<file path="src/rtl/spram_arbiter_pkg.sv">
// Shared constants and types for the SPRAM bank arbiter.
// Address layout, FSM encodings and bank-select helper.
package spram_arbiter_pkg;

    localparam int BANK_HI = 15;
    localparam int BANK_LO = 14;
    localparam int ROW_W   = 14;
    localparam int NBANK   = 4;
    localparam int IDLE_W  = 16;
    localparam int WCNT_W  = 8;

    localparam logic [0:0] ST_ARB  = 1'b0;
    localparam logic [0:0] ST_WAKE = 1'b1;

    typedef logic [1:0] bank_t;

    typedef enum logic {
        PORT_A = 1'b0,
        PORT_B = 1'b1
    } port_e;

    typedef struct packed {
        logic        we;
        logic [15:0] addr;
        logic [15:0] wdata;
    } acc_t;

    function automatic logic [NBANK-1:0] bank_sel(bank_t b);
        return 4'b0001 << b;
    endfunction

endpackage

</file>
<file path="src/rtl/spram_arbiter_if.sv">
// Requester-side handshake bundle for one arbiter port.
// master = requester, slave = arbiter.
interface spram_arbiter_if;

    logic        req;
    logic        we;
    logic [15:0] addr;
    logic [15:0] wdata;
    logic        gnt;
    logic        rvalid;
    logic [15:0] rdata;

    modport master (
        output req,
        output we,
        output addr,
        output wdata,
        input  gnt,
        input  rvalid,
        input  rdata
    );

    modport slave (
        input  req,
        input  we,
        input  addr,
        input  wdata,
        output gnt,
        output rvalid,
        output rdata
    );

endinterface

</file>
<file path="src/rtl/spram_arbiter_bank_pwr.sv">
// Per-bank power control: idle counter, sleep register, wake-done flag.
// Banks come out of reset asleep and wake only on demand.
module spram_arbiter_bank_pwr
    import spram_arbiter_pkg::*;
#(
    parameter int IDLE_SLEEP = 256,
    parameter int WAKE_CYC   = 4
) (
    input  logic clk,
    input  logic resetq,
    input  logic access_i,
    input  logic wake_req_i,
    output logic sleep_o,
    output logic ready_o
);

    localparam logic [IDLE_W-1:0] IDLE_LAST =
        IDLE_W'(IDLE_SLEEP - 1);
    localparam logic [WCNT_W-1:0] WAKE_LAST =
        WCNT_W'(WAKE_CYC - 1);

    logic              sleep_q, sleep_d;
    logic              done_q, done_d;
    logic [IDLE_W-1:0] idle_q, idle_d;
    logic [WCNT_W-1:0] wcnt_q, wcnt_d;

    always_comb begin
        sleep_d = sleep_q;
        done_d  = done_q;
        idle_d  = idle_q;
        wcnt_d  = wcnt_q;
        if (wake_req_i) begin
            sleep_d = 1'b0;
            done_d  = 1'b0;
            idle_d  = '0;
            wcnt_d  = '0;
        end else if (sleep_q) begin
            idle_d = '0;
        end else if (!done_q) begin
            // settle time before the first access
            wcnt_d = wcnt_q + 1'b1;
            if (wcnt_q == WAKE_LAST)
                done_d = 1'b1;
        end else if (access_i) begin
            idle_d = '0;
        end else if (IDLE_SLEEP != 0 &&
                     idle_q == IDLE_LAST) begin
            sleep_d = 1'b1;
            idle_d  = '0;
        end else if (idle_q != '1) begin
            idle_d = idle_q + 1'b1;
        end
    end

    always_ff @(posedge clk or negedge resetq) begin
        if (!resetq) begin
            sleep_q <= 1'b1;
            done_q  <= 1'b0;
            idle_q  <= '0;
            wcnt_q  <= '0;
        end else begin
            sleep_q <= sleep_d;
            done_q  <= done_d;
            idle_q  <= idle_d;
            wcnt_q  <= wcnt_d;
        end
    end

    assign sleep_o = sleep_q;
    assign ready_o = !sleep_q && done_q;

endmodule

</file>
<file path="src/rtl/spram_arbiter.sv">
// Two-port round-robin arbiter in front of four SB_SPRAM256KA banks.
// One access per cycle; sleeping banks are woken before being granted.
module spram_arbiter
    import spram_arbiter_pkg::*;
#(
    parameter int IDLE_SLEEP = 256,
    parameter int WAKE_CYC   = 4
) (
    input  logic               clk,
    input  logic               resetq,
    spram_arbiter_if.slave     a,
    spram_arbiter_if.slave     b,
    output logic [ROW_W-1:0]   ram_addr,
    output logic [15:0]        ram_wdata,
    output logic               ram_wren,
    output logic [NBANK-1:0]   ram_cs,
    output logic [NBANK-1:0]   ram_sleep,
    input  logic [63:0]        ram_rdata
);

    localparam logic [WCNT_W-1:0] WAKE_LAST =
        WCNT_W'(WAKE_CYC - 1);

    logic [0:0]        state_q, state_d;
    logic [WCNT_W-1:0] wk_q, wk_d;
    port_e             last_q, last_d;
    logic              rv_a_q, rv_a_d;
    logic              rv_b_q, rv_b_d;
    bank_t             rbank_q, rbank_d;
    logic [15:0]       hold_a_q, hold_a_d;
    logic [15:0]       hold_b_q, hold_b_d;

    logic [NBANK-1:0]  bank_rdy;
    logic              any_req;
    port_e             cand;
    acc_t              acc_a, acc_b, c_acc;
    bank_t             c_bank;
    logic              grant;
    logic              wake;
    logic [15:0]       rd_slice;

    assign acc_a = '{a.we, a.addr, a.wdata};
    assign acc_b = '{b.we, b.addr, b.wdata};

    // both requesting: the one not granted last goes first
    always_comb begin
        any_req = a.req | b.req;
        cand    = PORT_A;
        unique case (1'b1)
            a.req & b.req:
                cand = (last_q == PORT_A) ? PORT_B : PORT_A;
            b.req & ~a.req:
                cand = PORT_B;
            default:
                cand = PORT_A;
        endcase
    end

    assign c_acc  = (cand == PORT_A) ? acc_a : acc_b;
    assign c_bank = c_acc.addr[BANK_HI:BANK_LO];

    assign grant = (state_q == ST_ARB) && any_req &&
                   bank_rdy[c_bank];
    assign wake  = (state_q == ST_ARB) && any_req &&
                   !bank_rdy[c_bank];

    assign a.gnt = grant && (cand == PORT_A);
    assign b.gnt = grant && (cand == PORT_B);

    assign ram_cs    = grant ? bank_sel(c_bank) : '0;
    assign ram_wren  = grant && c_acc.we;
    assign ram_addr  = grant ? c_acc.addr[ROW_W-1:0] : '0;
    assign ram_wdata = grant ? c_acc.wdata : '0;

    for (genvar g = 0; g < NBANK; g++) begin : g_pwr
        spram_arbiter_bank_pwr #(
            .IDLE_SLEEP (IDLE_SLEEP),
            .WAKE_CYC   (WAKE_CYC)
        ) u_pwr (
            .clk        (clk),
            .resetq     (resetq),
            .access_i   (ram_cs[g]),
            .wake_req_i (wake && (c_bank == 2'(g))),
            .sleep_o    (ram_sleep[g]),
            .ready_o    (bank_rdy[g])
        );
    end

    // rr pointer is left alone in WAKE so the woken requester wins next
    always_comb begin
        state_d = state_q;
        wk_d    = wk_q;
        last_d  = last_q;
        unique case (state_q)
            ST_WAKE: begin
                if (wk_q == WAKE_LAST)
                    state_d = ST_ARB;
                else
                    wk_d = wk_q + 1'b1;
            end
            default: begin
                if (grant)
                    last_d = cand;
                if (wake) begin
                    state_d = ST_WAKE;
                    wk_d    = '0;
                end
            end
        endcase
    end

    assign rd_slice = ram_rdata[{rbank_q, 4'b0000} +: 16];

    assign a.rvalid = rv_a_q;
    assign b.rvalid = rv_b_q;
    assign a.rdata  = rv_a_q ? rd_slice : hold_a_q;
    assign b.rdata  = rv_b_q ? rd_slice : hold_b_q;

    always_comb begin
        rv_a_d   = a.gnt && !a.we;
        rv_b_d   = b.gnt && !b.we;
        rbank_d  = grant ? c_bank : rbank_q;
        hold_a_d = a.rdata;
        hold_b_d = b.rdata;
    end

    always_ff @(posedge clk or negedge resetq) begin
        if (!resetq) begin
            state_q  <= ST_ARB;
            wk_q     <= '0;
            last_q   <= PORT_A;
            rv_a_q   <= 1'b0;
            rv_b_q   <= 1'b0;
            rbank_q  <= '0;
            hold_a_q <= '0;
            hold_b_q <= '0;
        end else begin
            state_q  <= state_d;
            wk_q     <= wk_d;
            last_q   <= last_d;
            rv_a_q   <= rv_a_d;
            rv_b_q   <= rv_b_d;
            rbank_q  <= rbank_d;
            hold_a_q <= hold_a_d;
            hold_b_q <= hold_b_d;
        end
    end

endmodule

</file>
<file path="src/flat_wrapper.sv">
// flat-port wrapper written by rule: the top's interface ports become plain ports
module spram_arbiter_flat import spram_arbiter_pkg::*;
#(
    parameter int IDLE_SLEEP = 256,
    parameter int WAKE_CYC   = 4
)
  (clk, resetq, ram_addr, ram_wdata, ram_wren, ram_cs, ram_sleep, ram_rdata, a_req, a_we, a_addr, a_wdata, a_gnt, a_rvalid, a_rdata, b_req, b_we, b_addr, b_wdata, b_gnt, b_rvalid, b_rdata);
  spram_arbiter_if a_i ();
  spram_arbiter_if b_i ();
  input  logic clk;
  input  logic resetq;
  output logic [ROW_W-1:0] ram_addr;
  output logic [15:0] ram_wdata;
  output logic ram_wren;
  output logic [NBANK-1:0] ram_cs;
  output logic [NBANK-1:0] ram_sleep;
  input  logic [63:0] ram_rdata;
  input wire logic [$bits(a_i.req)-1:0] a_req;
  input wire logic [$bits(a_i.we)-1:0] a_we;
  input wire logic [$bits(a_i.addr)-1:0] a_addr;
  input wire logic [$bits(a_i.wdata)-1:0] a_wdata;
  output wire logic [$bits(a_i.gnt)-1:0] a_gnt;
  output wire logic [$bits(a_i.rvalid)-1:0] a_rvalid;
  output wire logic [$bits(a_i.rdata)-1:0] a_rdata;
  input wire logic [$bits(b_i.req)-1:0] b_req;
  input wire logic [$bits(b_i.we)-1:0] b_we;
  input wire logic [$bits(b_i.addr)-1:0] b_addr;
  input wire logic [$bits(b_i.wdata)-1:0] b_wdata;
  output wire logic [$bits(b_i.gnt)-1:0] b_gnt;
  output wire logic [$bits(b_i.rvalid)-1:0] b_rvalid;
  output wire logic [$bits(b_i.rdata)-1:0] b_rdata;
  assign a_i.req = a_req;
  assign a_i.we = a_we;
  assign a_i.addr = a_addr;
  assign a_i.wdata = a_wdata;
  assign a_gnt = a_i.gnt;
  assign a_rvalid = a_i.rvalid;
  assign a_rdata = a_i.rdata;
  assign b_i.req = b_req;
  assign b_i.we = b_we;
  assign b_i.addr = b_addr;
  assign b_i.wdata = b_wdata;
  assign b_gnt = b_i.gnt;
  assign b_rvalid = b_i.rvalid;
  assign b_rdata = b_i.rdata;
  spram_arbiter #(.IDLE_SLEEP(IDLE_SLEEP), .WAKE_CYC(WAKE_CYC)) u_core (.clk(clk), .resetq(resetq), .a(a_i), .b(b_i), .ram_addr(ram_addr), .ram_wdata(ram_wdata), .ram_wren(ram_wren), .ram_cs(ram_cs), .ram_sleep(ram_sleep), .ram_rdata(ram_rdata));
endmodule
</file>
<file path="config.mk">
export PLATFORM = sky130hd
export DESIGN_NAME = spram_arbiter_flat
export DESIGN_NICKNAME = d
export VERILOG_FILES = /design/src/rtl/spram_arbiter_pkg.sv /design/src/rtl/spram_arbiter_if.sv /design/src/rtl/spram_arbiter_bank_pwr.sv /design/src/rtl/spram_arbiter.sv /design/src/flat_wrapper.sv
export SDC_FILE = /design/constraint.sdc
export NUM_CORES = 1
export LEC_CHECK = 0
export BUFFER_PORTS_ARGS = -buffer_cell sky130_fd_sc_hd__buf_2
export CORE_ASPECT_RATIO = 0.75
export CORE_MARGIN = 5
export CORE_UTILIZATION = 49
export CTS_CLUSTER_DIAMETER = 60
export DETAILED_ROUTE_END_ITERATION = 10
export PLACE_DENSITY = 0.74
export SETUP_SLACK_MARGIN = 0.5
export SYNTH_ARGS = -nofsm -noshare
export SYNTH_HDL_FRONTEND = slang
export SYNTH_SLANG_ARGS = --single-unit
</file>
<file path="constraint.sdc">
create_clock -name clk -period 2.9 [get_ports clk]
set_clock_uncertainty 0.1 [all_clocks]
set_input_delay 0.58 -clock clk [delete_from_list [all_inputs] [get_ports clk]]
set_output_delay 0.58 -clock clk [all_outputs]
set_load 0.02 [all_outputs]
</file>
; Word-level counts from Yosys, hierarchy flattened
; Cells that the tools add are included.
; Widths: inputs -> output; s select.
[word_totals]
reg_bits = 150
output_inout_bits = 75
word_cells = 198
input_bits = 134
[op_classes]
reduce_logical = 43
mux = 88
add_sub_neg = 9
n_eq_ne = 25
order_cmp = 1
bitwise = 6
n_shift = 2
[ops]
columns = operator, n
row1 = $mux 16, 27
row2 = $mux 8, 15
row3 = $add 16x1->16 const B, 4
row4 = $eq 16x8->1 const B, 4
row5 = $ne 16x16->1 const B, 4
row6 = $shiftx 64x7->16, 1
row7 = $mux 1, 41
row8 = $add 8x1->8 const B, 5
row9 = $eq 8x2->1 const B, 5
row10 = $mux 33, 1
row11 = $reduce_and 2->1, 10
row12 = $reduce_bool 5->1, 4
row13 = $ne 2x2->1 const B, 9
row14 = $logic_and 1x1->1, 16
row15 = $mux 14, 1
row16 = $reduce_bool 3->1, 4
row17 = $logic_not 1->1, 7
row18 = $eq 2x2->1 const B, 2
row19 = $mux 4, 1
row20 = $shl 1x2->4 const A, 1
row21 = $lt 2x3->1 const B, 1
row22 = $not 1->1, 3
row23 = $and 1x1->1, 2
row24 = $bmux 1 s2, 1
row25 = 5 further kinds, 5

; Depth between registers and ports, before layout
[logic_depth]
ltp_word = 12
depth_mapped = 7
mapped_depth_nobuf = 6

; Hierarchy
; Synthesis repeated with hierarchy kept, for this count alone.
[unflattened]
hier_cells = 891
hier_area_um2 = 8663.3
[by_module_without_submodules]
columns = mod, area_each_um2, cells_each, instances
row1 = spram_arbiter_bank_pwr (u_core.g_pwr[0].u_pwr ...), 1426.4, 146, 3
row2 = spram_arbiter, 2914.0, 287, 1
row3 = spram_arbiter_bank_pwr (u_core.g_pwr[3].u_pwr), 1470.2, 166, 1

; Worst setup path before layout
; No wires, ideal clock.
[synth_path]
path_type = input to output
from = input b_req
to = output ram_addr[10]
arrival_time_ns = 2.462
path_stages = 6
path_slack_ns = -0.242
n_path_buf = 1
path_cell_list = a21boi_4 > mux2i_4 > mux4_2 > nor3_2 > buf_2 > a22o_1
[synth_between]
elab_chain_cells = 7
elab_cells_between_ends = 10
classes_between = mux (5) / bitwise (3) / reduce/logical (2)
[synth_rtl]
columns = element, line
row1 = start: declaration, flat_wrapper.sv:25  ; input wire logic [$bits(b_i.req)-1:0] b_req;
row2 = "$and 1x1->1, on equally long branches", "spram_arbiter.sv:52, spram_arbiter.sv:50"
row3 = $pmux 1 s2, spram_arbiter.sv:49  ; unique case (1'b1)
row4 = $mux 33, spram_arbiter.sv:59  ; assign c_acc = (cand == PORT_A) ? acc_a : acc_b;
row5 = $bmux 1 s2, spram_arbiter.sv:63  ; bank_rdy[c_bank];
row6 = $mux 1 (not written as such), spram_arbiter.sv:63
row7 = $logic_and 1x1->1, spram_arbiter.sv:62  ; assign grant = (state_q == ST_ARB) && any_req &&
row8 = $mux 14 *, spram_arbiter.sv:72  ; assign ram_addr = grant ? c_acc.addr[ROW_W-1:0] : '0;
row9 = end: declaration, flat_wrapper.sv:12  ; output logic [ROW_W-1:0] ram_addr;
; Every way passes the cells marked *; elsewhere a longest branch is shown, timed or not. The select of a mux whose other input is x is not followed.

; Worst setup path in the final report
[layout_path]
from = register u_core.last_q
to = output ram_addr[13]
[layout_between]
elab_chain_cells = 7
[layout_rtl]
columns = element, line
row1 = start: declaration, spram_arbiter.sv:26  ; port_e last_q, last_d;
row2 = start signal: assignment, spram_arbiter.sv:140  ; last_q <= last_d;
row3 = $mux 1 *, spram_arbiter.sv:51  ; cand = (last_q == PORT_A) ? PORT_B : PORT_A;
row4 = $pmux 1 s2 *, spram_arbiter.sv:49
row5 = $mux 33 *, spram_arbiter.sv:59
row6 = $bmux 1 s2, spram_arbiter.sv:63
row7 = $mux 1 (not written as such), spram_arbiter.sv:63
row8 = $logic_and 1x1->1, spram_arbiter.sv:62
row9 = $mux 14 *, spram_arbiter.sv:72
; Marks and branches as above.

==> flow_metrics.py <==
metrics = {
    "critical_path": {
        "cp_cell_sequence": "a21boi_4 > mux2i_4 > mux4_2 > nor3_4 > buf_12 > buf_12 > a22o_1 > buf_4",
        "max_stage_delay_ns": 0.58,
        "r2r_cells": 12,
        "worstSetupStartpointType": "flop",
        "rrSetupSlack_ns": 0.45,
        "path_delay_family": "multiplexers",
        "arrival_ns": 2.67,
        "path_class": "reg2out",
        "r2r-end": "u_core.state_q",
        "crit_fanout": 8,
        "crit_top_cell": "buf_12",
        "slowest_stage": "mux4_2",
        "crit_buf_inv": 3,
        "critPathRequiredTime_ns": 2.22,
        "rr_startpoint": "u_core.last_q",
        "end_kind": "output pin",
    },
    "sta": {
        "fin_crit_sh_pct": 116,
        "slew_headroom_pct": 38.3,
        "tightest_slew_ns": 0.918,
        "report.final.hold_viol_count": 1,
        "worst_hold_slack_ns": -0.00136,
        "tns_ns": -15.01,
        "slew_viol_final": 0,
        "fin_crit_ns": 3.35,
        "setup_viol": 37,
        "layout_setup_ws_ns": -0.451,
        "rsz0062_at_grt": "yes",
        "fmax_mhz": 298,
    },
    "die": {
        "rows": 42,
        "core-area_um2": 17400,
        "die_width_um": 163,
        "io_pins": 209,
        "die_height_um": 125,
        "dieArea_um2": 20400,
        "start_util_pct": 49.4,
    },
    "detailed_routing": {
        "firstDrtPassIters": 5,
        "postRouteAntennaNets": 0,
        "via_per_inst": 6.00,
        "route.detailed.drc": 0,
        "wl_per_cell_um": 20.5,
        "routed_wl_mm": 28.2,
        "drt_iter0_markers": 953,
        "vias": 8252,
    },
    "placed_design": {
        "dp.cells": 1300,
        "dp_hpwl_mm": 18.0,
        "placed_cell_area_um2": 10400,
        "place.gp.congestion": 0.908,
        "port_buffers": 208,
    },
    "synthesis": {
        "synth_fa_ha_area_share_pct": 1.31,
        "ys_ff_latch": 150,
        "synth_mux_area_share_pct": 11.3,
        "synth_area_um2": 8620,
        "synth_warnings": 0,
        "synth_xor_xnor_area_share_pct": 3.86,
        "synth_cells": 852,
        "synth_top_family_by_area": "simple AND/OR/NAND/NOR gates",
        "yosys.area.top_type": "dfrtp_1",
        "synth.area.top_cells": "dfrtp_1, mux2_2, mux4_2, nor2_1, a22o_1",
        "synth_top_area_share_pct": 42.4,
        "yosysSeqAreaShare_pct": 43.6,
        "ys_types": 66,
        "synth_compound_area_share_pct": 14.8,
        "synth_fp_nets": 995,
        "async_flop_share_pct": 100,
        "syn_avg_cell_area_um2": 10.1,
        "ys.flop_type": "dfrtp_1",
        "synth_edf_count": 0,
        "yosys.area_share.simple_pct": 21.7,
    },
    "clock_network": {
        "clock_latency_ns": 0.43,
        "clk_pin_slew_ns": 0.06,
        "cts-htree-levels": 4,
        "cts_buffers": 17,
        "cts_tree": "built",
        "cts_num_sinks": 150,
        "cts_max_path_buffers": 2,
        "cts-root-buf": "clkbuf_16",
    },
    "power_and_ir_drop": {
        "p_total_mw": 11.3,
        "p_per_area_nw_per_um2": 935,
        "peakVddDrop_uv": 523,
        "leakage_nw": 5.53,
    },
    "finish": {
        "layout-drive-gt1-share_pct": 39.9,
        "area_delta_synth_final_pct": 40.2,
        "num-nets-final": 1262,
        "design_area_um2": 12100,
        "stdcell_count": 1376,
    },
    "global_routing": {
        "grtUsageTotal_pct": 26.5,
        "antenna_found_initial": 3,
        "grt_pass1_vias": 7995,
        "grt_pass1_wl_mm": 43.4,
        "grt_max_degree": 57,
        "overflow": 0,
    },
    "outcome": {
        "violations": "hold timing, setup timing",
        "status": "finished, violations left",
    },
    "hold_path": {
        "hold_class": "in2async",
    },
    "run": {
        "drv_cap": 0,
    },
}
[registers in the layout, indices dropped and copies added, names as in the netlist]
register / cells
u_core.g_pwr.u_pwr.sleep_o: 4
u_core.g_pwr.u_pwr.idle_q: 64
u_core.a.rvalid: 1
u_core.hold_a_q: 16
u_core.rbank_q: 2
u_core.state_q: 1
u_core.b.rvalid: 1
u_core.hold_b_q: 16
u_core.last_q: 1
u_core.wk_q: 8
u_core.g_pwr.u_pwr.done_q: 4
u_core.g_pwr.u_pwr.wcnt_q: 32
[through the flow]
step,setup slack [ns],util (%),hold slack (ns)
finish,-0.451,69.3,-0.00136
floorplan,-0.191,-,0.184
detailed placement,-0.407,59.5,0.384
CTS,-0.491,67.5,0.0141
global placement,-0.349,59.5,0.377
global route,-0.552,69.3,0.0394
[synth_stat cells, types with 4 or more instances]
master,number
mux2_2,37
nor2b_1,9
buf_2,8
dfrtp_1,146
or4_1,7
o31ai_1,6
dfstp_2,4
a21oi_1,39
a21o_1,4
o21ai_0,24
nor2_1,78
nor4b_1,4
o22ai_1,8
a31oi_1,4
and4_1,19
and3_1,15
inv_1,20
or2_2,6
nor4_1,16
o211ai_1,13
xnor2_1,9
a22o_1,32
nand2_1,58
nor3_1,15
and2_1,11
xor2_1,29
mux4_2,18
nand3_1,46
nand2b_1,13
o2bb2ai_1,4
ha_1,9
clkbuf_1,20
nand4_1,31
buf_4,9
or3_1,7
mux2i_1,13
a221o_1,9
[placed cells by master (no fill, tap or decap), types with 29 or more instances in the layout]
master	instances
dfrtp_1	143
buf_2	141
nor2_1	75
buf_4	72
buf_6	66
nand2_1	57
nand3_1	46
a21oi_1	39
mux2_4	32
nand4_1	31
a22o_4	29
xor2_1	29
[kinds of logic (layout without fill, tap and decap cells)]
group,count (synthesis),in the layout
AOI/OAI and AO/OA,176,176
xor gates and xnor gates,38,38
adders and majority gates,9,9
buffers and inverters,62,339
DFF,150,150
muxes,69,69
other,0,2
and+or+nand+nor,348,351
[what timing repair did]
item                                   in CTS  in global routing
endpoints found under the hold margin       0                  0
resized for setup                         164                 35
pin swaps                                   3                  5
gates cloned                                3                  4
buffers inserted                           23                 12
hold buffers                                0                  0
setup endpoints to repair                  71                112
[per-layer routing]
| metal | GRT usage (%) | vias to the layer above | share of wire (%) |
|---|---|---|---|
| met2 | 41.9 | 369 | 48 |
| li1 | - | 3745 | - |
| met5 | 0 | - | 0.046 |
| met3 | 6.52 | 72 | 7.2 |
| met4 | 11.1 | 2 | 3.5 |
| met1 | 35.0 | 4064 | 41 |
[worst reg2reg max path: stages (launching register included)]
cell      delay (ns)
dfrtp_1         0.40
a21boi_4        0.19
mux2i_4         0.30
buf_4           0.15
buf_6           0.08
buf_6           0.08
buf_6           0.12
mux2i_4         0.26
buf_4           0.14
buf_4           0.12
o22ai_1         0.07
buf_4           0.17
nand2b_1        0.14
[worst max path at each step]
stage / startpoint / to / slack, ns / cells after the start
detailed placement: b_req / ram_wdata[11] / -0.41 / 7
CTS: u_core.last_q / ram_wdata[12] / -0.49 / 6
global route: u_core.last_q / ram_addr[13] / -0.55 / 8
global placement: b_req / ram_addr[9] / -0.35 / 7
finish: u_core.last_q / ram_addr[13] / -0.45 / 8
floorplan: b_req / ram_addr[10] / -0.19 / 7
[where the power goes]
part           switching, mW  internal [mW]
Sequential             0.633           2.77
Clock                  0.877           1.57
Combinational           2.77           2.68
Total                   4.28           7.02
[area by class of cell]
cell class | instances | area, µm²
tap | 242 | 303
fill | 1240 | 5360
clock inverter | 9 | 176
clock buffer | 23 | 468
antenna | 2 | 5.00
multi-input combinational | 643 | 5130
inverter | 20 | 75.1
timing repair buffer | 287 | 2160
sequential | 150 | 3760
No activity file was read; power rests on OpenSTA's default activity.
